File: src/rtl/ifu_fetch_pkg.sv
// Shared core definitions for the instruction fetch unit: FSM encoding,
// reset fetch address and the redirect-target alignment helper.
package ifu_fetch_pkg;

    typedef enum logic [1:0] {
        FETCH = 2'b00,
        DRAIN = 2'b01,
        VALID = 2'b10
    } ifu_state_e;

    localparam logic [31:0] IFU_RESET_PC = 32'h8000_0000;

    // Instructions are word aligned; low address bits of a target are discarded.
    function automatic logic [31:0] align_pc(input logic [31:0] addr);
        return {addr[31:2], 2'b00};
    endfunction

endpackage

File: src/rtl/ifu_fetch_if.sv
// Fetch-unit bus bundle: instruction-cache request/response plus the
// decode handshake and the execute redirect.
interface ifu_fetch_if;
    logic        rreq_o;
    logic [31:0] raddr_o;
    logic        rready_i;
    logic        rvalid_i;
    logic [31:0] rdata_i;
    logic        inst_valid_o;
    logic [31:0] inst_o;
    logic [31:0] pc_o;
    logic        inst_ready_i;
    logic        redirect_valid_i;
    logic [31:0] redirect_pc_i;

    modport master (
        output rreq_o, raddr_o, inst_valid_o, inst_o, pc_o,
        input  rready_i, rvalid_i, rdata_i, inst_ready_i,
               redirect_valid_i, redirect_pc_i
    );

    modport slave (
        input  rreq_o, raddr_o, inst_valid_o, inst_o, pc_o,
        output rready_i, rvalid_i, rdata_i, inst_ready_i,
               redirect_valid_i, redirect_pc_i
    );
endinterface

File: src/rtl/ifu_fetch.sv
// Single-outstanding instruction fetch unit: requests one word from the
// I-cache, holds it for decode, and drains in-flight misses on redirect.
module ifu_fetch
    import ifu_fetch_pkg::*;
#(
    parameter logic [31:0] RESET_PC = IFU_RESET_PC
) (
    input  logic         clock,
    input  logic         reset,
    ifu_fetch_if.master  bus
);

    ifu_state_e  state_r;
    logic [31:0] pc_r;
    logic [31:0] pending_pc_r;
    logic [31:0] inst_r;
    logic [31:0] pc_out_r;
    logic        rreq_r;
    logic        inst_valid_r;
    logic [31:0] target_s;
    logic        unused_rready_s;

    assign target_s        = align_pc(bus.redirect_pc_i);
    assign unused_rready_s = bus.rready_i;

    // Fetch FSM; pc_r is never changed while a miss is outstanding so the
    // cache always sees a stable miss address, even while draining.
    always_ff @(posedge clock) begin
        if (reset) begin
            state_r      <= FETCH;
            pc_r         <= RESET_PC;
            pending_pc_r <= 32'h0000_0000;
            inst_r       <= 32'h0000_0000;
            pc_out_r     <= 32'h0000_0000;
            rreq_r       <= 1'b1;
            inst_valid_r <= 1'b0;
        end else begin
            case (state_r)
                FETCH: begin
                    if (bus.redirect_valid_i) begin
                        if (bus.rvalid_i) begin
                            pc_r <= target_s;
                        end else begin
                            pending_pc_r <= target_s;
                            state_r      <= DRAIN;
                            rreq_r       <= 1'b0;
                        end
                    end else if (bus.rvalid_i) begin
                        inst_r       <= bus.rdata_i;
                        pc_out_r     <= pc_r;
                        state_r      <= VALID;
                        rreq_r       <= 1'b0;
                        inst_valid_r <= 1'b1;
                    end else begin
                        state_r <= FETCH;
                    end
                end
                DRAIN: begin
                    // The late response is discarded; a same-cycle redirect beats pending_pc_r.
                    if (bus.rvalid_i) begin
                        pc_r    <= bus.redirect_valid_i ? target_s : pending_pc_r;
                        state_r <= FETCH;
                        rreq_r  <= 1'b1;
                    end else if (bus.redirect_valid_i) begin
                        pending_pc_r <= target_s;
                    end else begin
                        state_r <= DRAIN;
                    end
                end
                VALID: begin
                    if (bus.redirect_valid_i) begin
                        pc_r         <= target_s;
                        state_r      <= FETCH;
                        rreq_r       <= 1'b1;
                        inst_valid_r <= 1'b0;
                    end else if (bus.inst_ready_i) begin
                        pc_r         <= pc_r + 32'd4;
                        state_r      <= FETCH;
                        rreq_r       <= 1'b1;
                        inst_valid_r <= 1'b0;
                    end else begin
                        state_r <= VALID;
                    end
                end
                default: begin
                    state_r      <= FETCH;
                    rreq_r       <= 1'b1;
                    inst_valid_r <= 1'b0;
                end
            endcase
        end
    end

    assign bus.rreq_o       = rreq_r;
    assign bus.raddr_o      = pc_r;
    assign bus.inst_valid_o = inst_valid_r;
    assign bus.inst_o       = inst_r;
    assign bus.pc_o         = pc_out_r;

endmodule
File: src/flat_wrapper.sv
// flat-port wrapper written by rule: the top's interface ports become plain ports
module ifu_fetch_flat import ifu_fetch_pkg::*;
#(
    parameter logic [31:0] RESET_PC = IFU_RESET_PC
)
  (clock, reset, bus_rreq_o, bus_raddr_o, bus_inst_valid_o, bus_inst_o, bus_pc_o, bus_rready_i, bus_rvalid_i, bus_rdata_i, bus_inst_ready_i, bus_redirect_valid_i, bus_redirect_pc_i);
  ifu_fetch_if bus_i ();
  input  logic clock;
  input  logic reset;
  output wire logic [$bits(bus_i.rreq_o)-1:0] bus_rreq_o;
  output wire logic [$bits(bus_i.raddr_o)-1:0] bus_raddr_o;
  output wire logic [$bits(bus_i.inst_valid_o)-1:0] bus_inst_valid_o;
  output wire logic [$bits(bus_i.inst_o)-1:0] bus_inst_o;
  output wire logic [$bits(bus_i.pc_o)-1:0] bus_pc_o;
  input wire logic [$bits(bus_i.rready_i)-1:0] bus_rready_i;
  input wire logic [$bits(bus_i.rvalid_i)-1:0] bus_rvalid_i;
  input wire logic [$bits(bus_i.rdata_i)-1:0] bus_rdata_i;
  input wire logic [$bits(bus_i.inst_ready_i)-1:0] bus_inst_ready_i;
  input wire logic [$bits(bus_i.redirect_valid_i)-1:0] bus_redirect_valid_i;
  input wire logic [$bits(bus_i.redirect_pc_i)-1:0] bus_redirect_pc_i;
  assign bus_rreq_o = bus_i.rreq_o;
  assign bus_raddr_o = bus_i.raddr_o;
  assign bus_inst_valid_o = bus_i.inst_valid_o;
  assign bus_inst_o = bus_i.inst_o;
  assign bus_pc_o = bus_i.pc_o;
  assign bus_i.rready_i = bus_rready_i;
  assign bus_i.rvalid_i = bus_rvalid_i;
  assign bus_i.rdata_i = bus_rdata_i;
  assign bus_i.inst_ready_i = bus_inst_ready_i;
  assign bus_i.redirect_valid_i = bus_redirect_valid_i;
  assign bus_i.redirect_pc_i = bus_redirect_pc_i;
  ifu_fetch #(.RESET_PC(RESET_PC)) u_core (.clock(clock), .reset(reset), .bus(bus_i));
endmodule
File: config.mk
export PLATFORM = sky130hd
export DESIGN_NAME = ifu_fetch_flat
export DESIGN_NICKNAME = d
export VERILOG_FILES = /design/src/rtl/ifu_fetch_pkg.sv /design/src/rtl/ifu_fetch_if.sv /design/src/rtl/ifu_fetch.sv /design/src/flat_wrapper.sv
export SDC_FILE = /design/constraint.sdc
export NUM_CORES = 1
export LEC_CHECK = 0
export ABC_AREA = 1
export CAP_MARGIN = 20
export CORE_MARGIN = 3
export CORE_UTILIZATION = 40
export DETAILED_ROUTE_END_ITERATION = 7
export PLACE_DENSITY = 0.67
export SLEW_MARGIN = 5
export SYNTH_ARGS = -nofsm -noshare
export SYNTH_HDL_FRONTEND = slang
export SYNTH_SLANG_ARGS = --single-unit
File: constraint.sdc
create_clock -name clock -period 3.2 [get_ports clock]
set_clock_uncertainty 0.05 [all_clocks]
set_input_delay 0.32 -clock clock [delete_from_list [all_inputs] [get_ports clock]]
set_output_delay 0.32 -clock clock [all_outputs]
set_load 0.005 [all_outputs]
==> metrics.md <==
| Metric | Value |
|---|---|
| Net Count, Synth | `around 1,100` |
| # rows | `47` |
| Antenna diodes | `0` |
| Global Route Usage Sum | `between 20% and 30%` |
| Core ar. | `approximately 17,000 sq um` |
| WL per Instance | `15.6 um` |
| Post-Synthesis Cells | `1,069` |
| CTS tree | `yes` |
| Initial antenna violation count | `0` |
| Unrepaired setup endpoints after global routing | `false` |
| Worst-Skew Late Latency | `around 420 ps` |
| First-pass GRT wire length | `roughly 36,000 um` |
| Sequential share of the synthesized area | `37.8%` |
| Pwr dens | `569 nW/um^2` |
| Htree depth | `4` |
| Total grt overflow | `0` |
| Share of the synthesized area in the top cell type | `a little under two fifths` |
| Leakage | `between 0.003 and 0.004 uW` |
| Setup TNS | `0 ps` |
| Pre-Repair DR Iteration Count | `7` |
| Post-CTS Setup Bufs | `0` |
| Avg Vias per Cell | `around 5.2` |
| Ranking of synthesized cells by area | `dfxtp_1 38%, nand2_1 15%, nor2_1 11%` |
| Share of cells above drive strength 1 | `~6.5%` |
| Fill count | `roughly 1,700` |
| # nets final | `around 1,300` |
| Yosys warning count | `0` |
| Clk sinks | `approximately 130` |
| Crit path max fanout | `38` |
| Initial core utilization | `roughly two fifths` |
| Maximum VDD drop | `about 0.39 mV` |
| Total of max-cap violations | `0` |
| Yosys top cell by area | `dfxtp_1` |
| Footprint of the multi-input gates | `3790 sq um` |
| Vias in the first global route | `approximately 7,000` |
| Die Wd | `around 140 um` |
| Final setup vio count | `0` |
| Worst slew pin tran | `around 700 ps` |
| Initial drt markers | `around 570` |
| Synth Register Bits | `roughly 130` |
| Die height | `~140 um` |
| Rel. slew slack | `around 53%` |
| Post-DP HPWL | `15,200 um` |
| Run status | `completed` |
| Avg Inst Size Synth | `~6.5 sq um` |
| Antenna violation net count after detailed routing | `0` |
| CP endpoint kind | `flop` |
| Reg clk slew, reported paths | `approximately 60 ps` |
| Drt drc | `0` |
| Netlist cell types | `39` |
| Final min period | `between 2000 and 2500 ps` |
| I/O Pins | `168` |
| Register area | `roughly 2600 sq um` |
| Clk buf depth | `2` |
| CTS Hold Bufs | `0` |
| Post-Route WL | `around 22,000 um` |
| Gpl congestion | `about 0.89` |
| Worst Setup Path Type | `reg -> reg` |
| Largest net degree at the start of global routing | `between 80 and 90` |
| Slew Viols, Final | `0` |
| Die footprint | `19,100 sq um` |
| Crit start category | `flop` |
| WP data arrival | `approximately 2500 ps` |
| Fmax | `between 400 and 500 MHz` |
| Post_cts resized | `0` |
| Mapped Area | `between 6000 and 7000 sq um` |
| Hold Fails Final Rpt | `0` |
| Area Overhead vs Synth | `32.6%` |
| Req. time, crit path | `between 3000 and 4000 ps` |
| Hold Path Class | `reg -> reg` |
| DR vias | `~7,400` |
| Util after Layout | `about 55%` |
| Final Cycle Share | `approximately 72%` |
| TritonCTS Buffers | `17` |
| Clk root buf | `clkbuf_16` |
| # port buffers | `~160` |
-- cell usage in the layout, fill, tap and decap left out, types with 6 or more instances in the layout --
| cell type | Yosys | layout |
|---|---|---|
| dfxtp_1 | 132 | 132 |
| nand3_1 | 25 | 25 |
| nand2_2 | 6 | 6 |
| o21ai_0 | 117 | 117 |
| buf_4 | 4 | 11 |
| nor2_4 | 9 | 9 |
| clkbuf_16 | 0 | 17 |
| nor2_2 | 6 | 6 |
| nand2_1 | 271 | 271 |
| clkdlybuf4s50_1 | 0 | 164 |
| a21oi_1 | 149 | 149 |
| o21ai_1 | 6 | 6 |
| nor2_1 | 205 | 205 |
| inv_1 | 35 | 34 |
-- registers in the layout, summed over array words and instances, names as in the netlist --
| name | cells |
|---|---|
| u_core.pending_pc_r | 32 |
| u_core.state_r | 2 |
| u_core.bus.raddr_o | 32 |
| u_core.bus.inst_valid_o | 1 |
| u_core.bus.rreq_o | 1 |
| u_core.bus.inst_o | 32 |
| u_core.bus.pc_o | 32 |
-- logic make-up after synthesis --
kind of cell | count (synthesis) | synth area share (%)
flip-flops | 132 | 37.8
AND/OR/NAND/NOR | 535 | 31.7
AO/OA/AOI/OAI | 286 | 21.0
adder cells (fa/ha/maj) | 5 | 0.894
XOR/XNOR | 5 | 0.626
buffers and inverters | 106 | 7.98
-- cells in the mapped netlist (all sizes together) --
cell	instances
and2	2
nand3	27
o221ai	3
a211oi	3
dfxtp	132
a21oi	150
o21bai	1
buf	25
nor2	222
xor2	4
a21o	1
nand2	278
o21ai	123
ha	5
clkbuf	39
xnor2	1
inv	41
nand4	2
a31oi	1
o211ai	4
clkinv	1
nor3	4
-- area by class of cell --
class / instances / area share [%]
Clock buffer: 21 / 4.96
Inverter: 42 / 1.81
Tap cell: 220 / 2.97
Sequential cell: 132 / 28.5
Timing Repair Buffer: 178 / 19.2
Clock inverter: 11 / 1.63
Multi-Input combinational cell: 831 / 40.9
-- critical path, stage by stage (launching register included) --
cell and delay (ps):
dfxtp_1 330, inv_1 100, ha_1 260, inv_6 80, nor2_8 140, inv_6 70
nor2_4 130, nor2_4 50, nand4_2 70, buf_4 250, buf_4 420, nor2_1 80
nand2_1 80, a21oi_1 60
-- per-stage QoR --
stage	hold slack, ps	instance area (sq um)	setup WS, ps	instances	total power, uW
after floorplan	391	7000	1410	1069	2730
after global placement	400	8660	657	1403	3270
after detailed placement	411	8660	634	1403	3280
after CTS	417	9280	895	1435	5310
after global routing	437	9280	657	1435	5550
final	415	9280	887	1435	5280
-- final timing paths --
path / start / endpoint / slack (ps) / depth (start not counted)
setup / recovery: u_core.state_r[0] / u_core.bus.raddr_o[16] / 890 / 13
hold reg to reg: u_core.pending_pc_r[1] / u_core.pending_pc_r[1] / 420 / 2
hold / removal: u_core.pending_pc_r[1] / u_core.pending_pc_r[1] / 420 / 2
setup reg to reg: u_core.state_r[0] / u_core.bus.raddr_o[16] / 890 / 13
-- per-layer routing --
metal	global-route usage [%]	vias to the layer above	share of wire, %
li1	-	3746	-
met1	28.6	3410	43
met2	38.5	222	48
met3	5.46	32	5.9
met4	8.79	0	2.3
met5	0	-	0
-- report_power, final --
| part | internal (uW) | leakage (uW) | switching (uW) | total [uW] |
|---|---|---|---|---|
| Sequential | 1830 | 0.00108 | 184 | 2020 |
| Clock | 1270 | 0.000286 | 757 | 2030 |
| Combinational | 559 | 0.00226 | 681 | 1240 |
| Total | 3660 | 0.00363 | 1620 | 5280 |
(Power assumes the default switching activity.)
